### config.mk
export PLATFORM = sky130hd
export DESIGN_NAME = odometer_meas_seq
export DESIGN_NICKNAME = d
export VERILOG_FILES = /design/src/rtl/odometer_meas_seq.sv
export SDC_FILE = /design/constraint.sdc
export NUM_CORES = 1
export LEC_CHECK = 0
export BUFFER_PORTS_ARGS = -buffer_cell sky130_fd_sc_hd__buf_2
export CORE_ASPECT_RATIO = 0.7
export CORE_MARGIN = 2
export CORE_UTILIZATION = 45
export DETAILED_ROUTE_END_ITERATION = 10
export SLEW_MARGIN = 20
export SYNTH_ARGS = -nofsm -noshare
export SYNTH_HDL_FRONTEND = slang
export SYNTH_SLANG_ARGS = --single-unit
### constraint.sdc
create_clock -name CLK -period 5.38 [get_ports CLK]
set_input_delay 0.538 -clock CLK [delete_from_list [all_inputs] [get_ports CLK]]
set_output_delay 0.538 -clock CLK [all_outputs]
set_load 0.01 [all_outputs]
### src/rtl/odometer_meas_seq.sv
// Odometer measurement sequencer: triggers measurements, waits for the
// stress phase to finish, and queues BF_COUNT results in a small FIFO.
// Optional watchdog on the wait states: define ODO_SEQ_TIMEOUT_EN.
module odometer_meas_seq #(
    parameter int INTERVAL_W     = 16,
    parameter int FIFO_DEPTH     = 8,
    parameter int TRIG_CYCLES    = 4,
    parameter int SETTLE_CYCLES  = 2,
    parameter int TIMEOUT_CYCLES = 65535
) (
    input  logic                  CLK,
    input  logic                  RESET,
    input  logic                  ENABLE,
    input  logic [INTERVAL_W-1:0] INTERVAL,
    input  logic [7:0]            NUM_MEAS,
    input  logic                  MEAS_STRESS,
    input  logic [11:0]           BF_COUNT,
    output logic                  MEAS_TRIG,
    output logic                  BUSY,
    output logic [11:0]           RD_DATA,
    output logic                  RD_VALID,
    input  logic                  RD_READY,
    output logic                  FIFO_FULL,
    output logic                  OVERFLOW,
    output logic [7:0]            MEAS_CNT,
    output logic                  TIMEOUT_ERR
);

    localparam int AW   = $clog2(FIFO_DEPTH);
    localparam int PMAX = (TRIG_CYCLES > SETTLE_CYCLES) ?
                          TRIG_CYCLES : SETTLE_CYCLES;
    localparam int PW   = $clog2(PMAX + 1);

    localparam logic [PW-1:0] TRIG_LAST   = PW'(TRIG_CYCLES - 1);
    // A zero settle time still spends one cycle in SETTLE.
    localparam logic [PW-1:0] SETTLE_LAST =
        (SETTLE_CYCLES > 0) ? PW'(SETTLE_CYCLES - 1) : '0;

    typedef enum logic [2:0] {
        IDLE,
        WAIT_INTERVAL,
        TRIG,
        WAIT_START,
        WAIT_DONE,
        SETTLE,
        CAPTURE
    } state_t;

    state_t state;
    state_t state_next;

    logic                  ms_meta;
    logic                  ms_s;
    logic                  ms_prev;
    logic [INTERVAL_W-1:0] icnt;
    logic [PW-1:0]         pcnt;
    logic                  meas_trig;
    logic [7:0]            meas_cnt;
    logic                  overflow;
    logic                  last_meas;
    logic                  entering;
    logic                  in_wait;
    logic                  wd_hit;
    logic                  to_flag;
    logic                  timeout_err;

    logic [11:0]           mem [FIFO_DEPTH];
    logic [AW:0]           wptr;
    logic [AW:0]           rptr;
    logic                  fifo_empty;
    logic                  fifo_full;
    logic                  pop;
    logic                  cap;
    logic                  push;
    logic [11:0]           push_data;

    assign fifo_empty = (wptr == rptr);
    assign fifo_full  = ((wptr ^ rptr) == {1'b1, {AW{1'b0}}});
    assign pop        = !fifo_empty && RD_READY;
    assign cap        = (state == CAPTURE);
    // A pop in the capture cycle frees the slot the push needs.
    assign push       = cap && (!fifo_full || pop);
    assign push_data  = to_flag ? 12'hFFF : BF_COUNT;

    assign entering  = (state_next != state);
    assign in_wait   = (state == WAIT_START) || (state == WAIT_DONE);
    assign last_meas = (NUM_MEAS != 8'd0) &&
                       (({1'b0, meas_cnt} + 9'd1) == {1'b0, NUM_MEAS});

    assign MEAS_TRIG   = meas_trig;
    assign BUSY        = (state != IDLE);
    assign RD_VALID    = !fifo_empty;
    assign RD_DATA     = fifo_empty ? 12'h000 : mem[rptr[AW-1:0]];
    assign FIFO_FULL   = fifo_full;
    assign OVERFLOW    = overflow;
    assign MEAS_CNT    = meas_cnt;
    assign TIMEOUT_ERR = timeout_err;

`ifdef ODO_SEQ_TIMEOUT_EN
    localparam int WW = $clog2(TIMEOUT_CYCLES + 1);
    localparam logic [WW-1:0] WD_LAST = WW'(TIMEOUT_CYCLES - 1);

    logic [WW-1:0] wcnt;

    assign wd_hit = in_wait && (wcnt == WD_LAST);

    // Watchdog: restarts on entry to each wait state, flags expiry.
    always_ff @(posedge CLK or posedge RESET) begin
        if (RESET) begin
            wcnt        <= '0;
            to_flag     <= 1'b0;
            timeout_err <= 1'b0;
        end else begin
            if (entering) begin
                wcnt <= '0;
            end else if (in_wait) begin
                wcnt <= wcnt + WW'(1);
            end
            if (in_wait && state_next == CAPTURE) begin
                to_flag     <= 1'b1;
                timeout_err <= 1'b1;
            end else if (cap) begin
                to_flag <= 1'b0;
            end
        end
    end
`else
    logic unused_timeout_cfg;

    assign unused_timeout_cfg = TIMEOUT_CYCLES[0];
    assign wd_hit      = 1'b0;
    assign to_flag     = 1'b0;
    assign timeout_err = 1'b0;
`endif

    // Two-flop synchronizer plus history for MEAS_STRESS edge detection.
    always_ff @(posedge CLK or posedge RESET) begin
        if (RESET) begin
            ms_meta <= 1'b0;
            ms_s    <= 1'b0;
            ms_prev <= 1'b0;
        end else begin
            ms_meta <= MEAS_STRESS;
            ms_s    <= ms_meta;
            ms_prev <= ms_s;
        end
    end

    // Sequencer next-state logic.
    always_comb begin
        state_next = state;
        unique case (state)
            IDLE: begin
                if (ENABLE) state_next = WAIT_INTERVAL;
            end
            WAIT_INTERVAL: begin
                if (!ENABLE) begin
                    state_next = IDLE;
                end else if (icnt == '0) begin
                    state_next = TRIG;
                end
            end
            TRIG: begin
                if (pcnt == TRIG_LAST) state_next = WAIT_START;
            end
            WAIT_START: begin
                if (ms_s) begin
                    state_next = WAIT_DONE;
                end else if (wd_hit) begin
                    state_next = CAPTURE;
                end
            end
            WAIT_DONE: begin
                if (!ms_s && ms_prev) begin
                    state_next = SETTLE;
                end else if (wd_hit) begin
                    state_next = CAPTURE;
                end
            end
            SETTLE: begin
                if (pcnt == SETTLE_LAST) state_next = CAPTURE;
            end
            CAPTURE: begin
                if (!ENABLE || last_meas) begin
                    state_next = IDLE;
                end else begin
                    state_next = WAIT_INTERVAL;
                end
            end
            default: state_next = IDLE;
        endcase
    end

    // State register and registered trigger output.
    always_ff @(posedge CLK or posedge RESET) begin
        if (RESET) begin
            state     <= IDLE;
            meas_trig <= 1'b0;
        end else begin
            state     <= state_next;
            meas_trig <= (state_next == TRIG);
        end
    end

    // Interval countdown, loaded from INTERVAL on entry to WAIT_INTERVAL.
    always_ff @(posedge CLK or posedge RESET) begin
        if (RESET) begin
            icnt <= '0;
        end else if (state_next == WAIT_INTERVAL &&
                     state != WAIT_INTERVAL) begin
            icnt <= INTERVAL;
        end else if (state == WAIT_INTERVAL) begin
            icnt <= icnt - INTERVAL_W'(1);
        end
    end

    // Phase counter shared by TRIG and SETTLE, cleared on state entry.
    always_ff @(posedge CLK or posedge RESET) begin
        if (RESET) begin
            pcnt <= '0;
        end else if (entering) begin
            pcnt <= '0;
        end else if (state == TRIG || state == SETTLE) begin
            pcnt <= pcnt + PW'(1);
        end
    end

    // Campaign measurement count and sticky overflow.
    always_ff @(posedge CLK or posedge RESET) begin
        if (RESET) begin
            meas_cnt <= 8'd0;
            overflow <= 1'b0;
        end else begin
            if (state == IDLE && ENABLE) begin
                meas_cnt <= 8'd0;
            end else if (cap && meas_cnt != 8'hFF) begin
                meas_cnt <= meas_cnt + 8'd1;
            end
            if (cap && !push) overflow <= 1'b1;
        end
    end

    // FIFO pointers with an extra wrap bit.
    always_ff @(posedge CLK or posedge RESET) begin
        if (RESET) begin
            wptr <= '0;
            rptr <= '0;
        end else begin
            if (push) wptr <= wptr + (AW+1)'(1);
            if (pop)  rptr <= rptr + (AW+1)'(1);
        end
    end

    // FIFO storage; contents are don't-care while unoccupied.
    always_ff @(posedge CLK) begin
        if (push) mem[wptr[AW-1:0]] <= push_data;
    end

endmodule

==> flow_metrics.tcl, run 1 <==
set metrics [dict create \
    crit_fanout 15 \
    synth_top_area_share_pct 45.2 \
    synth.most_common_cell "edfxtp_1" \
    gp_congestion 0.887 \
    drc 0 \
    ant_nets 0 \
    ys_types 59 \
    cts_hold_buf 0 \
    cts_tree "yes" \
    power_leakage_nw 2.80 \
    synthTopCellsByCount "edfxtp_1 (96), nor2_1 (45), dfrtp_1 (43), nand2_1 (27), mux4_2 (24)" \
    setup_violations 0 \
    final_nets 586 \
    setup_tns_ns 0 \
    critPathArrivalTime_ns 2.71 \
    cap_violations 0 \
    htree_levels 4 \
    dp_hpwl_um 9090 \
    critPathKind "reg2out" \
    finalCritPeriodShare_pct 60.4 \
    wire_per_inst_um 18.5 \
    setup_ws_ns 2.13 \
    syn2layout_area_growth_pct 17.5 \
    cp_slowest_cell "dfrtp_1" \
    dr.pass1.iters 4 \
    place_ws_ns 2.25 \
    ios 67 \
    finalCriticalPeriod_ns 3.25 \
    slew_headroom_pct 37.0 \
    grt.total_usage_pct 19.0 \
    place_area_um2 6940 \
    routed-via-count 4104 \
    endpoint_kind "output pin" \
    root_buffer "clkbuf_16" \
    synth_largest_area_cell "edfxtp_1" \
    worstSetupStartpointType "flip-flop" \
    crit_chain "xnor2_1 > nand3_1 > nor2b_1 > buf_4 > nor2_1 > buf_2" \
    power_density_nw_per_um2 478 \
    cts-resized-gates 0 \
    grt_setup_unrepaired "false" \
    initial_core_util_pct 46.0 \
    syn_area_per_cell_um2 13.6 \
    hold_class "in2reg" \
    synth_area_leaders "edfxtp_1 (45%), dfrtp_1 (17%), mux4_2 (8.5%)" \
    finalMaxSlewViolations 0 \
    ys.flop_type "edfxtp_1" \
    synthesis.nets 516 \
    clockBufferDepth 2 \
    hold_violations 0 \
    max_freq_mhz 308 \
    path_clk_slew_ns 0.06 \
    insertion_delay_ns 0.42 \
    final_area_um2 7500 \
    numCtsBuffers 17 \
    grt_max_degree 44 \
    slowest_delay_ns 0.96 \
    cp.required_ns 4.84 \
    viasPerCell 5.54 \
    tightest_slew_ns 0.945 \
    hold_ws_ns 0.237 \
    antenna_found_initial 0 \
    dieArea_um2 15200 \
    core_um2 13900 \
    synth_edf_count 96 \
    final_layout_size_suffix_gt1_share_pct 28.1 \
    grt-ovfl-total 0 \
    placementRows 36 \
    ir_drop_uv 266 \
    synth-seq-cells 139 \
    seq_area_frac_synth_pct 62.1 \
    grt_pass1_vias 4025 \
    synthArstFlopShare_pct 30.9 \
    status "finished, final reports clean" \
    grt_pass1_wl_um 22200 \
    cts.sinks 139 \
    skew_ns 0.0123 \
    netlist_area_um2 6380 \
    diodes 0 \
    port_buffers 65 \
    drt_iter0_drc 297 \
    die_w_um 146 \
    ys.warnings.count 0 \
    wirelength_um 13700 \
    syn_inst 468 \
    die_h_um 104 \
    cts_setup_buffers 0 \
]
state kept, by name (all words and copies together), names as in the netlist:
signal     flops
MEAS_CNT       8
MEAS_TRIG      1
OVERFLOW       1
icnt          16
mem           96
ms_meta        1
ms_prev        1
ms_s           1
pcnt           3
rptr           4
state          3
wptr           4
routing by layer:
layer  wire [um]  global-route usage, %  vias to the layer above
li1            -                      -                     1924
met1        6860                   28.7                     2066
met2        6090                   27.7                      103
met3         661                   4.67                       11
met4         122                   5.06                        0
met5           0                      0                        -
metrics by stage:
step	std cells	util [%]	power, mW
CTS	741	54.0	3.61
floorplan	468	-	2.20
global route	741	54.0	3.79
global placement	709	50.0	2.48
finish	741	54.0	3.58
detailed placement	709	50.0	2.52
path summary, 6_finish.rpt:
path                               end   startpoint  cells past startpoint  slack (ns)
min in group asynchronous  MEAS_CNT[0]        RESET                      2        0.32
max in group asynchronous      wptr[3]        RESET                      2        4.46
setup / recovery            RD_DATA[0]      rptr[2]                      6        2.13
hold reg to reg                   ms_s      ms_meta                      0        0.35
setup reg to reg               icnt[0]  MEAS_CNT[0]                      8        2.23
hold / removal                 ms_meta  MEAS_STRESS                      1        0.24
power breakdown:
part | internal (mW) | switching, mW
Combinational | 0.521 | 0.541
Clock | 0.607 | 0.481
Sequential | 1.24 | 0.194
Total | 2.37 | 1.22
critical path, delay by kind of cell, from the launching register on:
family	cells	cell delay, ns
buffers and inverters	2	0.44
XOR/XNOR	1	0.21
AND/OR/NAND/NOR	3	0.68
flip-flops	1	0.96
kinds of logic after synthesis:
| kind of cell | share of synthesized area, % |
|---|---|
| compound gates | 8.43 |
| xor+xnor | 3.02 |
| fa+ha+maj | 1.37 |
| buf+inv | 2.20 |
| flops | 62.1 |
| mux | 11.0 |
| other cells | 0.0588 |
| simple gates | 11.8 |
cell type report:
type | count | area, um2
Sequential cell | 139 | 3960
Multi-Input combinational cell | 296 | 2310
Clock inverter | 14 | 124
Clock buffer | 18 | 429
Fill cell | 1186 | 6380
Tap cell | 190 | 238
Timing Repair Buffer | 75 | 400
Inverter | 9 | 33.8
layout by cell type (no fill, tap or decap), types with 11 or more instances in the layout:
cell type,instances
edfxtp_1,96
buf_2,65
nor2_1,44
dfrtp_1,43
nand2_1,27
mux4_2,24
o21ai_0,20
clkbuf_16,17
a21oi_1,16
xnor2_1,16
mux2i_1,13
nand3_1,11
nor3_1,11
No activity file was read; power rests on OpenSTA's default activity.
==> run 2, diff against run 1 <==
- PLACE_DENSITY: unset -> 0.66
- clock period: 5.38 -> 2.7 ns (I/O delays scaled with it)
==> run 2 against run 1 <==
  * Register-to-register slack got worse by 2.2 ns
  * Global-route usage grew 0.34 points
  * Critical path depth increased by 3
  * Clock skew fell by 0.0057 ns
  * Critical path type is now reg2reg
  * Critical endpoint is now icnt[7]
  * Highest routed layer unchanged
==> flow_metrics.tcl, run 2 (synthesis results as in run 1) <==
set metrics [dict create \
    crit_chain "ha_4 > or4b_4 > a21oi_2 > nor3_1 > or4_4 > o21ai_2 > buf_6 > nand2_4 > a221o_1" \
    drc 0 \
    grt_pass1_vias 4218 \
    slew_headroom_pct 54.9 \
    grt_pass1_wl_um 22500 \
    setup_ws_ns 0.0575 \
    grt-ovfl-total 0 \
    largest_reg_flops 96 \
    internal_power_mw 4.84 \
    core_um2 13900 \
    cts.sinks 139 \
    pwr-share-clk_pct 29.9 \
    status "finished, final reports clean" \
    ir_drop_uv 413 \
    syn2layout_area_growth_pct 19.9 \
    combPwrFrac_pct 31.8 \
    finalMaxSlewViolations 0 \
    path_delay_family "simple AND/OR/NAND/NOR gates" \
    hold_violations 0 \
    antenna_found_initial 0 \
    cp_num_buf_inv 1 \
    tightest_slew_ns 0.670 \
    power.total_mw 7.20 \
    endpoint_kind "flip-flop" \
    routed-via-count 4237 \
    root_buffer "clkbuf_16" \
    htree_levels 4 \
    rr_worst_depth 9 \
    r2r_end "icnt[7]" \
    layout.cells.non_filler 757 \
    cts_setup_buffers 0 \
    place_ws_ns -0.0990 \
    final_layout_size_suffix_gt1_share_pct 30.2 \
    die_w_um 146 \
    insertion_delay_ns 0.42 \
    pwr-share-seq_pct 38.3 \
    cp-endpoint "icnt[7]" \
    power_density_nw_per_um2 941 \
    finalCriticalPeriod_ns 2.64 \
    rrSetupSlack_ns 0.06 \
    die_h_um 104 \
    clockBufferDepth 2 \
    initial_core_util_pct 46.0 \
    final.fill_count 1160 \
    critPathKind "reg2reg" \
    grt.total_usage_pct 19.4 \
    r2r_start "MEAS_CNT[1]" \
    ant_nets 0 \
    worst-path-stages 9 \
    hold_ws_ns 0.0885 \
    diodes 0 \
    finalCritPeriodShare_pct 97.9 \
    dr.pass1.iters 5 \
    cp.required_ns 3.00 \
    slowest_delay_ns 0.48 \
    viasPerCell 5.60 \
    grt_max_degree 28 \
    crit_fanout 6 \
    setup_violations 0 \
    final_common_cell "edfxtp_1" \
    final_nets 602 \
    cap_violations 0 \
    cp-startpoint "MEAS_CNT[1]" \
    critPathArrivalTime_ns 2.95 \
    mostFrequentLayoutCells "edfxtp_1 (96), buf_2 (65), nor2_1 (45)" \
    path_clk_slew_ns 0.06 \
    placementRows 36 \
    power_leakage_nw 2.87 \
    cts_tree "yes" \
    dp_hpwl_um 9300 \
    hold_class "in2reg" \
    port_buffers 65 \
    ios 67 \
    numCtsBuffers 17 \
    p_sw_mw 2.36 \
    skew_ns 0.00655 \
    wire_per_inst_um 18.2 \
    worstSetupStartpointType "flip-flop" \
    gp_congestion 0.819 \
    wirelength_um 13700 \
    cp_slowest_cell "or4b_4" \
    max_freq_mhz 378 \
    grt_setup_unrepaired "true" \
    dieArea_um2 15200 \
    placed_cells 723 \
    netSwitchingFraction_pct 32.8 \
    drt_iter0_drc 303 \
]
## run 2: cell types whose count changed in the layout (fill, tap and decap cells not counted), sizes merged
cell,change
clkinv,+3
bufinv,+1
buf,+14
dlygate4sd3,+2
inv,-7
clkinvlp,+3
## run 2: cell type report
cell class                 count  area, um2  area share, %
timing repair buffer          91        529           6.92
tap                          190        238           3.11
clock buffer                  18        429           5.61
inverter                       9       33.8          0.441
sequential                   139       3960           51.8
multi-input combinational    296       2340           30.5
clock inverter                14        124           1.62
## run 2: per-stage QoR
step                setup TNS (ns)  util, %  area [um2]
floorplan                        0        -        6410
global route              -0.00831     55.2        7650
finish                           0     55.2        7650
global placement                 0     50.9        7070
CTS                              0     55.2        7650
detailed placement          -0.713     50.9        7070
## run 2: worst min-delay path by stage
stage / start / endpoint / slack, ns / cells after the start
floorplan: MEAS_STRESS / ms_meta / 0.30 / 0
global placement: ms_meta / ms_s / 0.34 / 0
detailed placement: ms_meta / ms_s / 0.34 / 0
CTS: INTERVAL[15] / icnt[15] / 0.07 / 2
global route: INTERVAL[15] / icnt[15] / 0.07 / 2
finish: INTERVAL[15] / icnt[15] / 0.09 / 2
## run 2: routing by layer
layer / vias to the layer above / share of wire, % / track usage, %
met5: - / 0 / 0
met4: 0 / 1.6 / 6.93
met3: 26 / 6.2 / 5.37
met2: 150 / 46 / 28.5
met1: 2107 / 46 / 27.9
li1: 1954 / - / -
## run 2: timing repair
action / in CTS / in global routing
pin swaps: 2 / 5
hold buffers: 2 / 0
gates resized for setup: 3 / 1
endpoints found under the setup margin: 15 / 8
hold endpoints to repair: 24 / 0
## run 2: power by group through the flow
| stage | sequential [mW] | combinational, mW | clock (mW) |
|---|---|---|---|
| after floorplan | 2.66 | 1.74 | 0 |
| after global placement | 2.78 | 2.23 | 0 |
| after detailed placement | 2.79 | 2.31 | 0 |
| after CTS | 2.75 | 2.31 | 2.19 |
| after global routing | 2.80 | 2.54 | 2.29 |
| final | 2.76 | 2.29 | 2.15 |
